File: src/rtl/pipeline_controller.sv
// ----------------------------------------------------------------------------
// pipeline_controller: PC/stage-enable sequencer for the 3-stage RV32I core.
// Optional macro PIPELINE_PERF_CTR_EN adds cycle/stall counters.  Rev 1.0
// ----------------------------------------------------------------------------
`default_nettype none

module pipeline_controller #(
  parameter int FINAL_PC = 18,
  parameter int PC_W     = 32
) (
  input  logic            CLK,
  input  logic            RSTN,
  input  logic            RUN,
  input  logic            CONDITIONAL_JUMP,
  input  logic            JUMP_VALID,
  input  logic [PC_W-1:0] JUMP_DEST,
  input  logic            LOAD_USE_HAZARD,
  input  logic [PC_W-1:0] WB_PC,
  output logic [PC_W-1:0] PC,
  output logic            FETCH_VALID,
  output logic            DECODER_ENABLED,
  output logic            EXECUTER_ENABLED,
  output logic            WRITER_ENABLED,
  output logic            COMPLETED,
  output logic [1:0]      STATE,
  output logic [31:0]     CYCLE_COUNT,
  output logic [31:0]     STALL_COUNT
);

  // DONE shares the externally visible code 0 with IDLE; bit 2 tells them apart.
  typedef enum logic [2:0] {
    S_IDLE    = 3'b000,
    S_RUN     = 3'b001,
    S_BR_EXEC = 3'b010,
    S_BR_WB   = 3'b011,
    S_DONE    = 3'b100
  } state_t;

  localparam logic [PC_W:0]   LAST_IDX = (PC_W+1)'(FINAL_PC);
  localparam logic [PC_W-1:0] PC_ONE   = PC_W'(1);

  state_t          state;
  logic [PC_W-1:0] pc_inc;
  logic            pc_fetchable;
  logic            inc_fetchable;
  logic            wb_past_end;

  assign pc_inc        = PC + PC_ONE;
  assign pc_fetchable  = ({1'b0, PC} <= LAST_IDX);
  assign inc_fetchable = ({1'b0, pc_inc} <= LAST_IDX);
  assign wb_past_end   = ({1'b0, WB_PC} > LAST_IDX);
  assign STATE         = state[1:0];

  always_ff @(posedge CLK) begin
    if (!RSTN) begin
      state            <= S_IDLE;
      PC               <= '0;
      FETCH_VALID      <= 1'b0;
      DECODER_ENABLED  <= 1'b0;
      EXECUTER_ENABLED <= 1'b0;
      WRITER_ENABLED   <= 1'b0;
      COMPLETED        <= 1'b0;
    end else begin
      case (state)
        S_IDLE: begin
          PC <= '0;
          if (RUN) begin
            state            <= S_RUN;
            FETCH_VALID      <= 1'b1;
            DECODER_ENABLED  <= 1'b1;
            EXECUTER_ENABLED <= 1'b1;
            WRITER_ENABLED   <= 1'b1;
          end
        end

        S_RUN: begin
          if (wb_past_end) begin
            state            <= S_DONE;
            FETCH_VALID      <= 1'b0;
            DECODER_ENABLED  <= 1'b0;
            EXECUTER_ENABLED <= 1'b0;
            WRITER_ENABLED   <= 1'b0;
            COMPLETED        <= 1'b1;
          end else if (CONDITIONAL_JUMP) begin
            // A concurrent load-use hazard is dropped: the branch flushes decode anyway.
            state           <= S_BR_EXEC;
            DECODER_ENABLED <= 1'b0;
            FETCH_VALID     <= 1'b0;
          end else if (LOAD_USE_HAZARD) begin
            DECODER_ENABLED <= 1'b0;
            FETCH_VALID     <= pc_fetchable;
          end else begin
            PC              <= pc_inc;
            DECODER_ENABLED <= 1'b1;
            FETCH_VALID     <= inc_fetchable;
          end
        end

        S_BR_EXEC: begin
          if (wb_past_end) begin
            state            <= S_DONE;
            FETCH_VALID      <= 1'b0;
            DECODER_ENABLED  <= 1'b0;
            EXECUTER_ENABLED <= 1'b0;
            WRITER_ENABLED   <= 1'b0;
            COMPLETED        <= 1'b1;
          end else if (JUMP_VALID) begin
            state <= S_BR_WB;
            PC    <= JUMP_DEST;
          end
        end

        S_BR_WB: begin
          state           <= S_RUN;
          PC              <= pc_inc;
          DECODER_ENABLED <= 1'b1;
          FETCH_VALID     <= inc_fetchable;
        end

        S_DONE: begin
          state <= S_DONE;
        end

        default: begin
          state <= S_IDLE;
        end
      endcase
    end
  end

`ifdef PIPELINE_PERF_CTR_EN
  logic busy;

  assign busy = (state == S_RUN) || (state == S_BR_EXEC) || (state == S_BR_WB);

  // Both counters saturate rather than wrap so long runs never read as short ones.
  always_ff @(posedge CLK) begin
    if (!RSTN) begin
      CYCLE_COUNT <= '0;
      STALL_COUNT <= '0;
    end else if (busy) begin
      if (CYCLE_COUNT != 32'hFFFF_FFFF) begin
        CYCLE_COUNT <= CYCLE_COUNT + 32'd1;
      end
      if (!DECODER_ENABLED && (STALL_COUNT != 32'hFFFF_FFFF)) begin
        STALL_COUNT <= STALL_COUNT + 32'd1;
      end
    end
  end
`else
  assign CYCLE_COUNT = '0;
  assign STALL_COUNT = '0;
`endif

endmodule

`default_nettype wire

File: config.mk
export PLATFORM = sky130hd
export DESIGN_NAME = pipeline_controller
export DESIGN_NICKNAME = d
export VERILOG_FILES = /design/src/rtl/pipeline_controller.sv
export SDC_FILE = /design/constraint.sdc
export NUM_CORES = 1
export LEC_CHECK = 0
export CAP_MARGIN = 30
export CORE_MARGIN = 3
export CORE_UTILIZATION = 42
export DETAILED_ROUTE_END_ITERATION = 8
export MAX_ROUTING_LAYER = met4
export PLACE_DENSITY = 0.79
export SETUP_SLACK_MARGIN = 0.05
export SLEW_MARGIN = 20
export SYNTH_ARGS = -nofsm -noshare
export SYNTH_HDL_FRONTEND = slang
export SYNTH_SLANG_ARGS = --single-unit
File: constraint.sdc
create_clock -name CLK -period 2.5 [get_ports CLK]
set_input_delay 0.5 -clock CLK [delete_from_list [all_inputs] [get_ports CLK]]
set_output_delay 0.5 -clock CLK [all_outputs]
set_load 0.005 [all_outputs]
Word-level counts from Yosys, hierarchy flattened
Cells that the tools add are included.
W data, S select, Z words.
{ "classes": {"addsub": 1, "n_mux": 23, "reduce_logical": 9, "n_eq_ne": 14, "magnitude_cmp": 3} }
{ "op_table": {"columns": ["cell", "count"], "rows": [
  ["$mux W32", 5],
  ["$pmux W32 S4", 1],
  ["$le A32 B5 Y1 const B", 2],
  ["$add A32 B1 Y32 const B", 1],
  ["$gt A32 B5 Y1 const B", 1],
  ["$mux W3", 5],
  ["$pmux W3 S5", 1],
  ["$ne A2 B2 Y1 const B", 7],
  ["$reduce_and A3 Y1", 3],
  ["$mux W1", 8],
  ["$pmux W1 S4", 2],
  ["$eq A3 B2 Y1 const B", 2],
  ["$ne A3 B3 Y1 const B", 2],
  ["$reduce_and A6 Y1", 1],
  ["$reduce_bool A4 Y1", 1],
  ["$eq A3 B1 Y1 const B", 1],
  ["$eq A3 B3 Y1 const B", 1],
  ["$logic_not A3 Y1", 1],
  ["$ne A2 B1 Y1 const B", 1],
  ["$pmux W1 S2", 1],
  ["$reduce_and A2 Y1", 1],
  ["$reduce_bool A2 Y1", 1],
  ["$reduce_or A2 Y1", 1]
]} }
{ "totals": {"inputBits": 70, "regBits": 39, "output_inout_bits": 103, "elab_cells": 56} }

Depth between registers and ports, before layout
Gate-level depths: netlist (run 1).
{ "depth": {"depth_word": 6, "depth_mapped": 9, "ltp_nobuf": 9} }

Worst setup path after synthesis (run 1)
Ideal clock, no wire load.
{ "synth_timing": {"path_type": "input -> register", "from": "in WB_PC[22]", "to": "reg PC[29]", "required_ns": 2.368, "slack_ns": 0.178, "t_arrival_ns": 2.190, "path_buffers": 2, "cell_stages": 8, "setup_time_ns": 0.132, "path_cell_list": "nor4_2 nand4_1 o41a_1 or3_1 buf_6 buf_2 a221oi_1 nor3_1"} }
{ "synth_via": {"elab_chain_len": 3, "word_cells_on_any_way": 4, "classes_between": "1 x order compare; 2 x eq/ne; 1 x reduce/logical"} }
{ "synth_lines": {"columns": ["element", "line_no", "text"], "rows": [
  ["start: declaration", "18", "input logic [PC_W-1:0] WB_PC,"],
  ["$gt A32 B5 Y1 (*)", "51", "assign wb_past_end = ({1'b0, WB_PC} > LAST_IDX);"],
  ["$ne A2 B2 Y1 (no line)", null, null],
  ["$reduce_and A6 Y1 (no line) (*)", null, null],
  ["end signal: assignment", "93", "PC <= pc_inc;"],
  ["end signal: assignment", "115", "PC <= pc_inc;"],
  ["end: declaration", "19", "output logic [PC_W-1:0] PC,"]
]} }
Mark *: on every way between the ends. The rest lies on a longest branch, timed or not.
A chain may end at the register's enable or synchronous reset.

Worst setup path in the final report (run 1)
{ "layout_timing": {"from": "in WB_PC[9]", "to": "reg PC[6]"} }
Same word-level chain as after synthesis.

==> impl_metrics.toml, run 1 <==
[synthesis]
yosysMostFrequentCell = "buf_4"
async_flop_share = 0
ys_seq_area_frac = 0.218
yosysWarnings = 0
synthCells = 494
postSynthAreaPerCell_um2 = 7.23
synth_seq_cells = 39
synth.top_cells.by_count = "buf_4, nand2_1, nor2_1"
synth_ff_type = "dfxtp_1"
yosys.area.top_type_share = 0.218
synth.area.top_cells = "dfxtp_1, buf_4, nand2_1"
synth_cell_types = 59
synth_edf_count = 0
synth_top_area_cell = "dfxtp_1"
synth_area_um2 = 3570

[cts]
ctsLongestPathBuffers = 2
clk_latency_ps = 310
clkTransAtPathRegs_ps = 80
clock_sinks = 39
htreeDepth = 2
numCtsBuffers = 5
cts-root-buf = "clkbuf_8"
hold_buffers = 0
cts_tree = "built"

[timing]
layout_setup_ws_ps = 83.2
tightestPinTransition_ps = 576
slew_viol_final = 0
finalSetupViolations = 0
min_period_ps = 2420
maxSlewHeadroom = 0.615
rsz0062_at_grt = "true"
hold_violations = 0
clock-skew-final_ps = 6.12
setup_tns_ps = 0
period_share = 0.967
fmax_mhz = 414

[finish]
fillers = 750
area_growth_pct = 42.9
seq_area_um2 = 782
fin_cells = 733
drive_above_1_share = 0.191
diodes = 0
nNetsFinal = 700
multi_input_area_um2 = 2490
final_util = 0.618

[floorplan]
coreArea_um2 = 8260
rows = 33
initial_core_util = 0.433
ios = 173
die_x_um = 98.2
die_h_um = 98.2
die_area_um2 = 9650

[grt]
antenna_found_initial = 0
grt.overflow.total = 0
grt_pass1_vias = 3881
grt_max_degree = 34
grt_pass1_wl_um = 19400
grt.total_usage = 0.252

[route]
dr.pass1.iters = 5
wire_per_inst_um = 17.2
avgViaCountPerCell = 5.64
finalWirelength_um = 12600
drc = 0
ant_nets = 0
vias = 4136
drt_iter0_drc = 391

[critical_path]
cp_cell_sequence = "dlygate4sd2_1 -> nor4_2 -> nand3_1 -> o41a_1 -> buf_4 -> or3_4 -> buf_6 -> a21oi_1 -> o32ai_1"
r2r_cells = 7
cp_data_arrival_time_ps = 2590
cpPeakStageDelay_ps = 420
start_kind = "input port"
criticalPathCategory = "input port to flip-flop"
crit_path_end_kind = "flip-flop"
cpMaxStageDelayCell = "or3_4"
crit_required_ps = 2680
worstPathMaxFanout = 5

[place]
numPortBuffers = 108
dp_cells = 715
gp_congestion = 0.924
dp_slack_ps = -625
hpwl_um = 8900

[pwr]
p_leak_nw = 2.05
power_mw = 1.76
vdd_drop_max_uv = 194
p_per_area_nw_per_um2 = 344

[job]
maxCapViolations = 0

[status]
status = "finished clean"

[worst_hold_path]
min_path_type = "flip-flop to flip-flop"
hold_depth = 2
-- where the power goes --
group | internal, mW | switching, mW
Sequential | 0.647 | 0.0315
Combinational | 0.301 | 0.285
Clock | 0.252 | 0.240
-- stage by stage --
step	hold WS [ps]	area [µm²]
after floorplan	460	3810
after global placement	455	4740
after detailed placement	464	4740
after CTS	484	5000
after global routing	532	5110
final	484	5110
-- layout by cell type, fill, tap and decap left out, drive strengths merged, types with 17 or more instances in the layout --
| cell | count |
|---|---|
| clkdlybuf4s50 | 79 |
| a21oi | 27 |
| dfxtp | 39 |
| nor4 | 21 |
| nand3 | 21 |
| nand2 | 46 |
| conb | 64 |
| o21ai | 20 |
| xnor2 | 17 |
| nor2 | 44 |
| nor3 | 29 |
| buf | 63 |
-- area by class of cell --
cell class | count | area share
clock buffers | 8 | 0.0196
repair buffers | 171 | 0.307
multi-input cells | 400 | 0.487
well taps | 105 | 0.0257
flip-flops and latches | 39 | 0.153
inverters | 10 | 0.00735
-- per-layer routing --
metal,vias to the layer above,share of wire,track usage
li1,1919,-,-
met1,1907,0.40,0.310
met2,281,0.49,0.425
met3,29,0.091,0.0371
met4,0,0.023,0.0830
met5,-,0,-
-- worst max-delay path, delay by kind of cell --
kind            cells  cell delay [ps]
compound gates      3              640
simple gates        3              890
buf+inv             3              550
-- cells by family (layout without fill, tap and decap cells) --
group                    after synthesis  after routing  synth area share
buffers and inverters                119            189             0.207
XOR/XNOR                              26             26            0.0637
multiplexers                           3              3           0.00840
adder cells (fa/ha/maj)                3              3            0.0105
other                                  1             64           0.00105
flip-flops                            39             39             0.218
AND/OR/NAND/NOR                      198            199             0.293
AO/OA/AOI/OAI                        105            105             0.199
-- repair_timing --
item / CTS / global route
resized for setup: 51 / 41
pin swaps: 17 / 17
setup buffers: 4 / 3
cloned: 3 / 0
endpoints found under the setup margin: 33 / 34
-- path summary, 6_finish.rpt --
kind | from | endpoint | slack (ps)
worst max register to register | PC[0] | FETCH_VALID | 90
worst min register to register | COMPLETED | COMPLETED | 480
worst max-delay path | WB_PC[9] | PC[6] | 80
worst min-delay path | COMPLETED | COMPLETED | 480
-- flip-flops by register name, indices dropped and copies added, names as in the netlist --
signal and count:
state 3, FETCH_VALID 1, WRITER_ENABLED 1, COMPLETED 1
DECODER_ENABLED 1, PC 32
Power figures use the tool's default switching activity.
==> run 2: changes to the inputs <==
Settings changed: CAP_MARGIN 30 to 20, GPL_TIMING_DRIVEN from default to 0.
==> run 2 against run 1 <==
  * Non-clock buffer count up 75
  * Setup slack worse by 5.3 ps
  * Sequential power barely moved
  * Critical path type unchanged
  * Largest cell class unchanged
  * Highest routed layer unchanged
==> impl_metrics.toml, run 2 (synthesis results as in run 1) <==
[status]
status = "finished clean"

[grt]
grt.overflow.total = 0
antenna_found_initial = 0
grt_max_degree = 11
grt_pass1_vias = 4214
grt.total_usage = 0.292
grt_pass1_wl_um = 21900

[worst_hold_path]
worstHoldStart = "COMPLETED"
hold_end = "COMPLETED"
hold_depth = 2
min_path_type = "flip-flop to flip-flop"

[timing]
tightestPinTransition_ps = 863
fmax_mhz = 413
hold_violations = 0
min_period_ps = 2420
setup_tns_ps = 0
clock-skew-final_ps = 8.12
slew_viol_final = 0
rsz0062_at_grt = "true"
finalSetupViolations = 0
period_share = 0.969
maxSlewHeadroom = 0.424

[finish]
largest_reg_flops = 32
drive_above_1_share = 0.307
nNetsFinal = 774
final_util = 0.699
top_regs = "PC (32), state (3)"
area_growth_pct = 61.4
top_register = "PC"
final_cell_mix = "buf_4, clkdlybuf4s50_1, conb_1"
diodes = 0
final_common_cell = "buf_4"

[route]
vias = 4487
wire_per_inst_um = 18.1
top_layer = "met4"
met1Wirelength_um = 5510
avgViaCountPerCell = 5.57
routed-wl-met2_um = 6960
ant_nets = 0
finalWirelength_um = 14600
drt_iter0_drc = 365
met3WireLength_um = 1570
dr.pass1.iters = 5
drc = 0

[critical_path]
worstPathMaxFanout = 5
cp_data_arrival_time_ps = 2570
r2r_cells = 8
crit_required_ps = 2650
r2r-end = "FETCH_VALID"
crit_path_end_kind = "flip-flop"
cpMaxStageDelayCell = "or3_4"
criticalPathCategory = "input port to flip-flop"
cp_num_buf_inv = 5
rrSetupSlack_ps = 160
cpMostUsedCell = "buf_8"
cp_cell_sequence = "clkdlybuf4s15_1 -> nor4_4 -> buf_4 -> nand4_1 -> o31a_1 -> or3_4 -> buf_8 -> buf_8 -> buf_16 -> a221oi_2 -> nor3_1"
start_kind = "input port"
cpPeakStageDelay_ps = 410
r2r_start = "PC[3]"
crit_family = "buffers and inverters"

[floorplan]
die_area_um2 = 9650
die_h_um = 98.2
rows = 33
die_x_um = 98.2
coreArea_um2 = 8260
ios = 173
initial_core_util = 0.433

[pwr]
vdd_drop_max_uv = 283
p_per_area_nw_per_um2 = 319
p_leak_nw = 2.42

[job]
maxCapViolations = 0

[cts]
clock_sinks = 39
clkTransAtPathRegs_ps = 80
numCtsBuffers = 5
cts_tree = "built"
hold_buffers = 0
htreeDepth = 2
cts-root-buf = "clkbuf_8"
ctsLongestPathBuffers = 2
clk_latency_ps = 290

[place]
hpwl_um = 9980
gp_congestion = 0.900
numPortBuffers = 108
run 2: final cells by class:
cell class	count	area, µm²
plain buffers	109	816
clock buffers	6	72.6
fillers	687	2490
inverters	10	37.5
multi-input cells	399	2640
flip-flops and latches	39	797
well taps	105	131
repair buffers	137	1280
run 2: worst max path at each step:
stage / end / depth (start not counted) / startpoint
3_5_place_dp: PC[19] / 9 / WB_PC[23]
5_1_grt: FETCH_VALID / 8 / PC[8]
6_report: PC[15] / 11 / WB_PC[31]
3_3_place_gp: PC[27] / 9 / WB_PC[23]
4_1_cts: FETCH_VALID / 8 / PC[0]
2_1_floorplan: PC[29] / 8 / WB_PC[22]
run 2: through the flow:
stage	hold slack (ps)	cells	power (mW)	setup slack (ps)	cell area [µm²]
global placement	465	770	1.26	-512	5020
detailed placement	472	770	1.27	-582	5020
global route	521	805	1.91	-9.83	5770
floorplan	460	557	1.01	178	3810
CTS	492	791	1.77	-12.3	5450
finish	495	805	1.84	77.9	5770
run 2: timing repair:
item | 4_1_cts | 5_1_grt
pin swaps | 21 | 27
resized for setup | 92 | 128
setup endpoints to repair | 35 | 35
cloned | 3 | 0
setup buffers | 12 | 14
endpoints found under the hold margin | 0 | 0
run 2: where the power goes:
| part | switching (mW) | leakage, nW | internal, mW | total, mW |
|---|---|---|---|---|
| registers | 0.0343 | 0.322 | 0.648 | 0.682 |
| clock network | 0.233 | 0.0371 | 0.187 | 0.420 |
| logic | 0.350 | 2.06 | 0.388 | 0.738 |
| total | 0.617 | 2.42 | 1.22 | 1.84 |
run 2: worst min-delay path, stage by stage (launching register included):
cell and delay (ps):
dfxtp_1 340, a21oi_1 40, nor2_1 80
run 2: per-layer routing:
metal,vias up,track usage
met5,-,-
met4,0,0.120
met3,60,0.0864
met2,289,0.460
met1,2065,0.348
li1,2073,-
